File: src/rtl/pipelined_functional_unit.sv
// Pipelined integer execute unit: decodes a 139-bit issue entry, computes ALU/LUI/address results
// and carries them through a LATENCY-deep elastic pipeline with backpressure and flush.
module pipelined_functional_unit #(
  parameter int         XLEN      = 32,
  parameter int         PREG_BITS = 6,
  parameter int         ROB_BITS  = 6,
  parameter int         LATENCY   = 2,
  parameter logic [1:0] FU_ID     = 2'd0
) (
  input  logic                 clk,
  input  logic                 reset,
  input  logic                 in_valid,
  output logic                 in_ready,
  input  logic [138:0]         in_entry,
  input  logic                 flush,
  output logic                 out_valid,
  input  logic                 out_ready,
  output logic [XLEN-1:0]      out_result,
  output logic                 out_zero,
  output logic [PREG_BITS-1:0] out_dest_reg,
  output logic [ROB_BITS-1:0]  out_rob_index,
  output logic [XLEN-1:0]      out_store_data,
  output logic                 out_mem_write,
  output logic                 out_mem_read,
  output logic                 out_mem_size,
  output logic                 out_reg_write,
  output logic                 busy
);

  localparam logic [6:0] OP_R     = 7'b0110011;
  localparam logic [6:0] OP_I     = 7'b0010011;
  localparam logic [6:0] OP_LOAD  = 7'b0000011;
  localparam logic [6:0] OP_STORE = 7'b0100011;
  localparam logic [6:0] OP_LUI   = 7'b0110111;
  localparam logic [6:0] F7_ALT   = 7'b0100000;

  typedef struct packed {
    logic [XLEN-1:0]      result;
    logic [XLEN-1:0]      store_data;
    logic [PREG_BITS-1:0] dest;
    logic [ROB_BITS-1:0]  rob;
    logic                 mem_write;
    logic                 mem_read;
    logic                 mem_size;
    logic                 reg_write;
  } payload_t;

  // alt selects SUB for funct3 000 and arithmetic shift for funct3 101
  function automatic logic [XLEN-1:0] alu_op(input logic [2:0] f3, input logic alt,
                                             input logic [XLEN-1:0] a, input logic [XLEN-1:0] b);
    logic [XLEN-1:0] r;
    logic [4:0]      sh;
    sh = b[4:0];
    r  = '0;
    case (f3)
      3'b000: begin
        if (alt) r = a - b;
        else     r = a + b;
      end
      3'b001: r = a << sh;
      3'b010: r[0] = ($signed(a) < $signed(b));
      3'b011: r[0] = (a < b);
      3'b100: r = a ^ b;
      3'b101: begin
        if (alt) r = $signed(a) >>> sh;
        else     r = a >> sh;
      end
      3'b110: r = a | b;
      3'b111: r = a & b;
      default: r = '0;
    endcase
    return r;
  endfunction

  logic [2:0]      f3;
  logic [6:0]      f7;
  logic [6:0]      opcode;
  logic [XLEN-1:0] rs1_val;
  logic [XLEN-1:0] rs2_val;
  logic [XLEN-1:0] imm;
  logic            unused_fields;

  assign f3            = in_entry[138:136];
  assign f7            = in_entry[135:129];
  assign opcode        = in_entry[128:122];
  assign rs1_val       = in_entry[109:78];
  assign rs2_val       = in_entry[71:40];
  assign imm           = in_entry[39:8];
  assign unused_fields = ^{in_entry[115:110], in_entry[77:72]};

  payload_t dec;

  // Stage-1 decode of the incoming entry
  always_comb begin
    dec            = '0;
    dec.dest       = PREG_BITS'(in_entry[121:116]);
    dec.rob        = ROB_BITS'(in_entry[7:2]);
    case (opcode)
      OP_R: begin
        dec.result    = alu_op(f3, f7 == F7_ALT, rs1_val, rs2_val);
        dec.reg_write = 1'b1;
      end
      OP_I: begin
        dec.result    = alu_op(f3, (f3 == 3'b101) && (f7 == F7_ALT), rs1_val, imm);
        dec.reg_write = 1'b1;
      end
      OP_LOAD: begin
        dec.result    = rs1_val + imm;
        dec.mem_read  = 1'b1;
        dec.mem_size  = (f3 == 3'b010);
        dec.reg_write = 1'b1;
      end
      OP_STORE: begin
        dec.result     = rs1_val + imm;
        dec.mem_write  = 1'b1;
        dec.mem_size   = (f3 == 3'b010);
        dec.store_data = rs2_val;
      end
      OP_LUI: begin
        dec.result    = imm;
        dec.reg_write = 1'b1;
      end
      default: dec.result = '0;
    endcase
  end

  logic [LATENCY:1] vld;
  logic [LATENCY:1] take;
  payload_t         pay [1:LATENCY];
  logic             accept;

  // A stage can load when it is empty or its content moves on this cycle
  always_comb begin
    logic [LATENCY:1] t;
    t          = '0;
    t[LATENCY] = !vld[LATENCY] || out_ready;
    for (int k = LATENCY - 1; k >= 1; k--) begin
      t[k] = !vld[k] || t[k+1];
    end
    take = t;
  end

  assign in_ready = take[1];
  assign accept   = in_valid && in_ready && (in_entry[1:0] == FU_ID) && !flush;

  // Pipeline valid bits and payload shift; flush only kills valids
  always_ff @(posedge clk) begin
    if (reset) begin
      vld <= '0;
      for (int k = 1; k <= LATENCY; k++) begin
        pay[k] <= '0;
      end
    end else begin
      if (take[1]) begin
        vld[1] <= accept;
        if (accept) begin
          pay[1] <= dec;
        end
      end
      for (int k = 2; k <= LATENCY; k++) begin
        if (take[k]) begin
          vld[k] <= vld[k-1];
          pay[k] <= pay[k-1];
        end
      end
      if (flush) begin
        vld <= '0;
      end
    end
  end

  assign out_valid      = vld[LATENCY];
  assign out_result     = out_valid ? pay[LATENCY].result     : '0;
  assign out_store_data = out_valid ? pay[LATENCY].store_data : '0;
  assign out_dest_reg   = out_valid ? pay[LATENCY].dest       : '0;
  assign out_rob_index  = out_valid ? pay[LATENCY].rob        : '0;
  assign out_mem_write  = out_valid && pay[LATENCY].mem_write;
  assign out_mem_read   = out_valid && pay[LATENCY].mem_read;
  assign out_mem_size   = out_valid && pay[LATENCY].mem_size;
  assign out_reg_write  = out_valid && pay[LATENCY].reg_write;
  assign out_zero       = out_valid && (pay[LATENCY].result == '0);
  assign busy           = |vld;

endmodule
File: config.mk
export PLATFORM = sky130hd
export DESIGN_NAME = pipelined_functional_unit
export DESIGN_NICKNAME = d
export VERILOG_FILES = /design/src/rtl/pipelined_functional_unit.sv
export SDC_FILE = /design/constraint.sdc
export NUM_CORES = 1
export LEC_CHECK = 0
export ABC_AREA = 1
export CAP_MARGIN = 20
export CORE_MARGIN = 2
export CORE_UTILIZATION = 45
export CTS_CLUSTER_DIAMETER = 150
export CTS_CLUSTER_SIZE = 8
export DETAILED_ROUTE_END_ITERATION = 8
export PLACE_DENSITY = 0.75
export SLEW_MARGIN = 20
export SYNTH_ARGS = -nofsm -noshare
export SYNTH_HDL_FRONTEND = slang
export SYNTH_SLANG_ARGS = --single-unit
File: constraint.sdc
create_clock -name clk -period 7.42 [get_ports clk]
set_input_delay 1.484 -clock clk [delete_from_list [all_inputs] [get_ports clk]]
set_output_delay 1.484 -clock clk [all_outputs]
set_load 0.05 [all_outputs]
==> flow_summary.ini <==
[outcome]
outcome = complete, no violations

[die]
ios = 228
chipWidth_um = 242
die_h_um = 242
initial_core_util = 0.454
core_um2 = 56300
rows = 87
die_area_um2 = 58600

[min_path]
whs_path_depth = 2
hold_class = register to register

[setup_path]
worst-path-max-fanout = 37
cpMostUsedCell = nand2_1
cp_data_arrival_time_ns = 5.52
critPathLaunchType = input pin
r2r_start = vld[2]$_SDFFE_PP0P_
critPathMaxStageDelay_ns = 0.94
reg2reg_depth = 14
end_kind = register
cp-startpoint = in_entry[138]
path_cells = clkdlybuf4s50_1 -> nand3_2 -> inv_2 -> a221oi_1 -> o211ai_1 -> nor2_1 -> nand2_1 -> nand2_1 -> nand3_1 -> nand2_1 -> inv_1
path_delay_family = simple AND/OR/NAND/NOR gates
cp.required_ns = 7.61
r2r_setup_slack_ns = 3.81
critPathSlowestCell = a221oi_1
crit_buf_inv = 3
cp.depth = 11
worstSetupPathType = input pin to register
r2r_end = pay[1][30]$_SDFFCE_PN0P_
endpoint = pay[1][79]$_SDFFCE_PN0P_

[global_route]
grt_busiest_layer = met2
grt_pass1_vias = 28100
grt_max_degree = 83
use_met1 = 0.571
antenna_found_initial = 10
grt_usage = 0.427
grt_overflow = 0
use_met2 = 0.618
grt_pass1_wl_um = 186000
use_met3 = 0.113

[synth]
synth_nets = 4860
ys_seq_area_frac = 0.190
netlist_instances = 4509
syn_avg_cell_area_um2 = 5.66
synthArstFlopShare = 0
synth_cell_type_count = 55
synth_edf_count = 160
yosysWarningCount = 0
ys_seq_elements = 162
syn_area_um2 = 25500
synthFlopType = edfxtp_1

[clocking]
root_buffer = clkbuf_16
worst_skew_pair.late_latency_ns = 0.43
post_cts_buffers = 0
cts_buffer_depth = 2
clk_pin_slew_ns = 0.07
htree_levels = 4
postCtsResizedCells = 0
cts_tree = yes
cts_buffers = 17
cts_hold_buf = 0
cts_sinks = 162

[power_and_ir_drop]
power.leakage_uw = 0.0154
ir_worst_vdd_mv = 0.147
finalPower_uw = 3500
powerDensity_nw_per_um2 = 121

[timing]
setup_violations = 0
fin_crit_ns = 5.33
clock.fmax_ghz = 0.188
max_slew_margin = 0.247
rsz0062_at_grt = false
hold_viol = 0
drv_slew = 0
fin_skew_ns = 0.00712
period_share = 0.718
worst_pin_slew_ns = 1.13
fin_setup_tns_ns = 0

[finish]
multi_input_comb_area_um2 = 17200
final_layout_size_suffix_gt1_frac = 0.0366
layout_common_cells = nand2_1, inv_1, nand3_1
regArea_um2 = 4850
layout_commonest_cell = nand2_1
finalNetCount = 4961
nFillCells = 6099
area.growth.synth_to_final_pct = 13.3

[detailed_routing]
ant_nets = 0
drtPass1Iterations = 7
vias_per_cell = 5.80
drt_wl_total_um = 129000
wl_per_cell_um = 24.0
initialDrtViolationCount = 4060
drc = 0
vias = 31300

[run]
max-cap-violations = 0

[placement]
dp_hpwl_um = 99900
globalplace.congestion = 1.07
port_buffers = 215
==> sequential cells by signal, indices dropped and copies added, names as in the netlist <==
name / flops
pay: 160
vld: 2
==> area by class of cell <==
cell class                 instances  share of cell area
inverter                         707              0.0919
sequential                       162               0.168
clock buffer                      18              0.0148
tap                              756              0.0327
timing repair buffer             289              0.0932
clock inverter                    14             0.00519
multi-input combinational       3433               0.594
antenna                            7            0.000606
==> layer usage <==
metal / up-vias / routed length (µm)
met5: - / 66
met3: 373 / 17000
met2: 1979 / 52400
li1: 14700 / -
met4: 8 / 8750
met1: 14200 / 51300
==> worst min-delay path, cell delays in order (launching register included) <==
cell and delay [ns]:
dfxtp_1 0.30, inv_1 0.09, a21oi_1 0.07
==> power breakdown <==
group          leakage [µW]  internal (µW)  switching, µW
combinational        0.0133            458           1150
sequential          0.00184           1030           9.00
clock              0.000280            473            381
==> through the flow <==
step / hold WS [ns] / worst slack, ns / instance area (µm²) / util / std cells
finish: 0.489 / 2.09 / 28900 / 0.514 / 5386
global route: 0.536 / 1.95 / 28900 / 0.513 / 5379
CTS: 0.491 / 2.32 / 28900 / 0.513 / 5379
detailed placement: 0.482 / 1.87 / 28300 / 0.503 / 5347
global placement: 0.464 / 1.90 / 28300 / 0.503 / 5347
floorplan: 0.451 / 3.15 / 25500 / - / 4509
==> worst min path at each step <==
stage	startpoint	end	slack [ns]
global placement	vld[1]$_SDFFE_PP0N_	vld[2]$_SDFFE_PP0P_	0.46
CTS	vld[1]$_SDFFE_PP0N_	vld[2]$_SDFFE_PP0P_	0.49
finish	vld[1]$_SDFFE_PP0N_	vld[2]$_SDFFE_PP0P_	0.49
global route	vld[1]$_SDFFE_PP0N_	vld[2]$_SDFFE_PP0P_	0.54
detailed placement	vld[1]$_SDFFE_PP0N_	vld[2]$_SDFFE_PP0P_	0.48
floorplan	vld[1]$_SDFFE_PP0N_	vld[2]$_SDFFE_PP0P_	0.45
==> cells by family after synthesis <==
kind of cell / synth area share
multiplexers: 0.00353
adder cells (fa/ha/maj): 0.103
AND/OR/NAND/NOR: 0.426
buffers and inverters: 0.139
AO/OA/AOI/OAI: 0.134
flip-flops: 0.190
XOR/XNOR: 0.00412
==> cell usage after synthesis, drive strengths merged (12+ instances only) <==
| library cell | count | area [µm²] |
|---|---|---|
| a21oi | 219 | 1100 |
| a221oi | 26 | 228 |
| buf | 117 | 559 |
| clkbuf | 90 | 338 |
| edfxtp | 160 | 4800 |
| ha | 203 | 2540 |
| inv | 704 | 2650 |
| nand2 | 1522 | 5720 |
| nand3 | 537 | 2700 |
| nand3b | 26 | 195 |
| nand4 | 29 | 181 |
| nor2 | 401 | 1540 |
| nor3 | 42 | 226 |
| nor4 | 12 | 75.1 |
| o211ai | 59 | 443 |
| o21a | 25 | 188 |
| o21ai | 206 | 1030 |
| o22ai | 35 | 219 |
| or2 | 16 | 100 |
No activity file was read; power rests on OpenSTA's default activity.
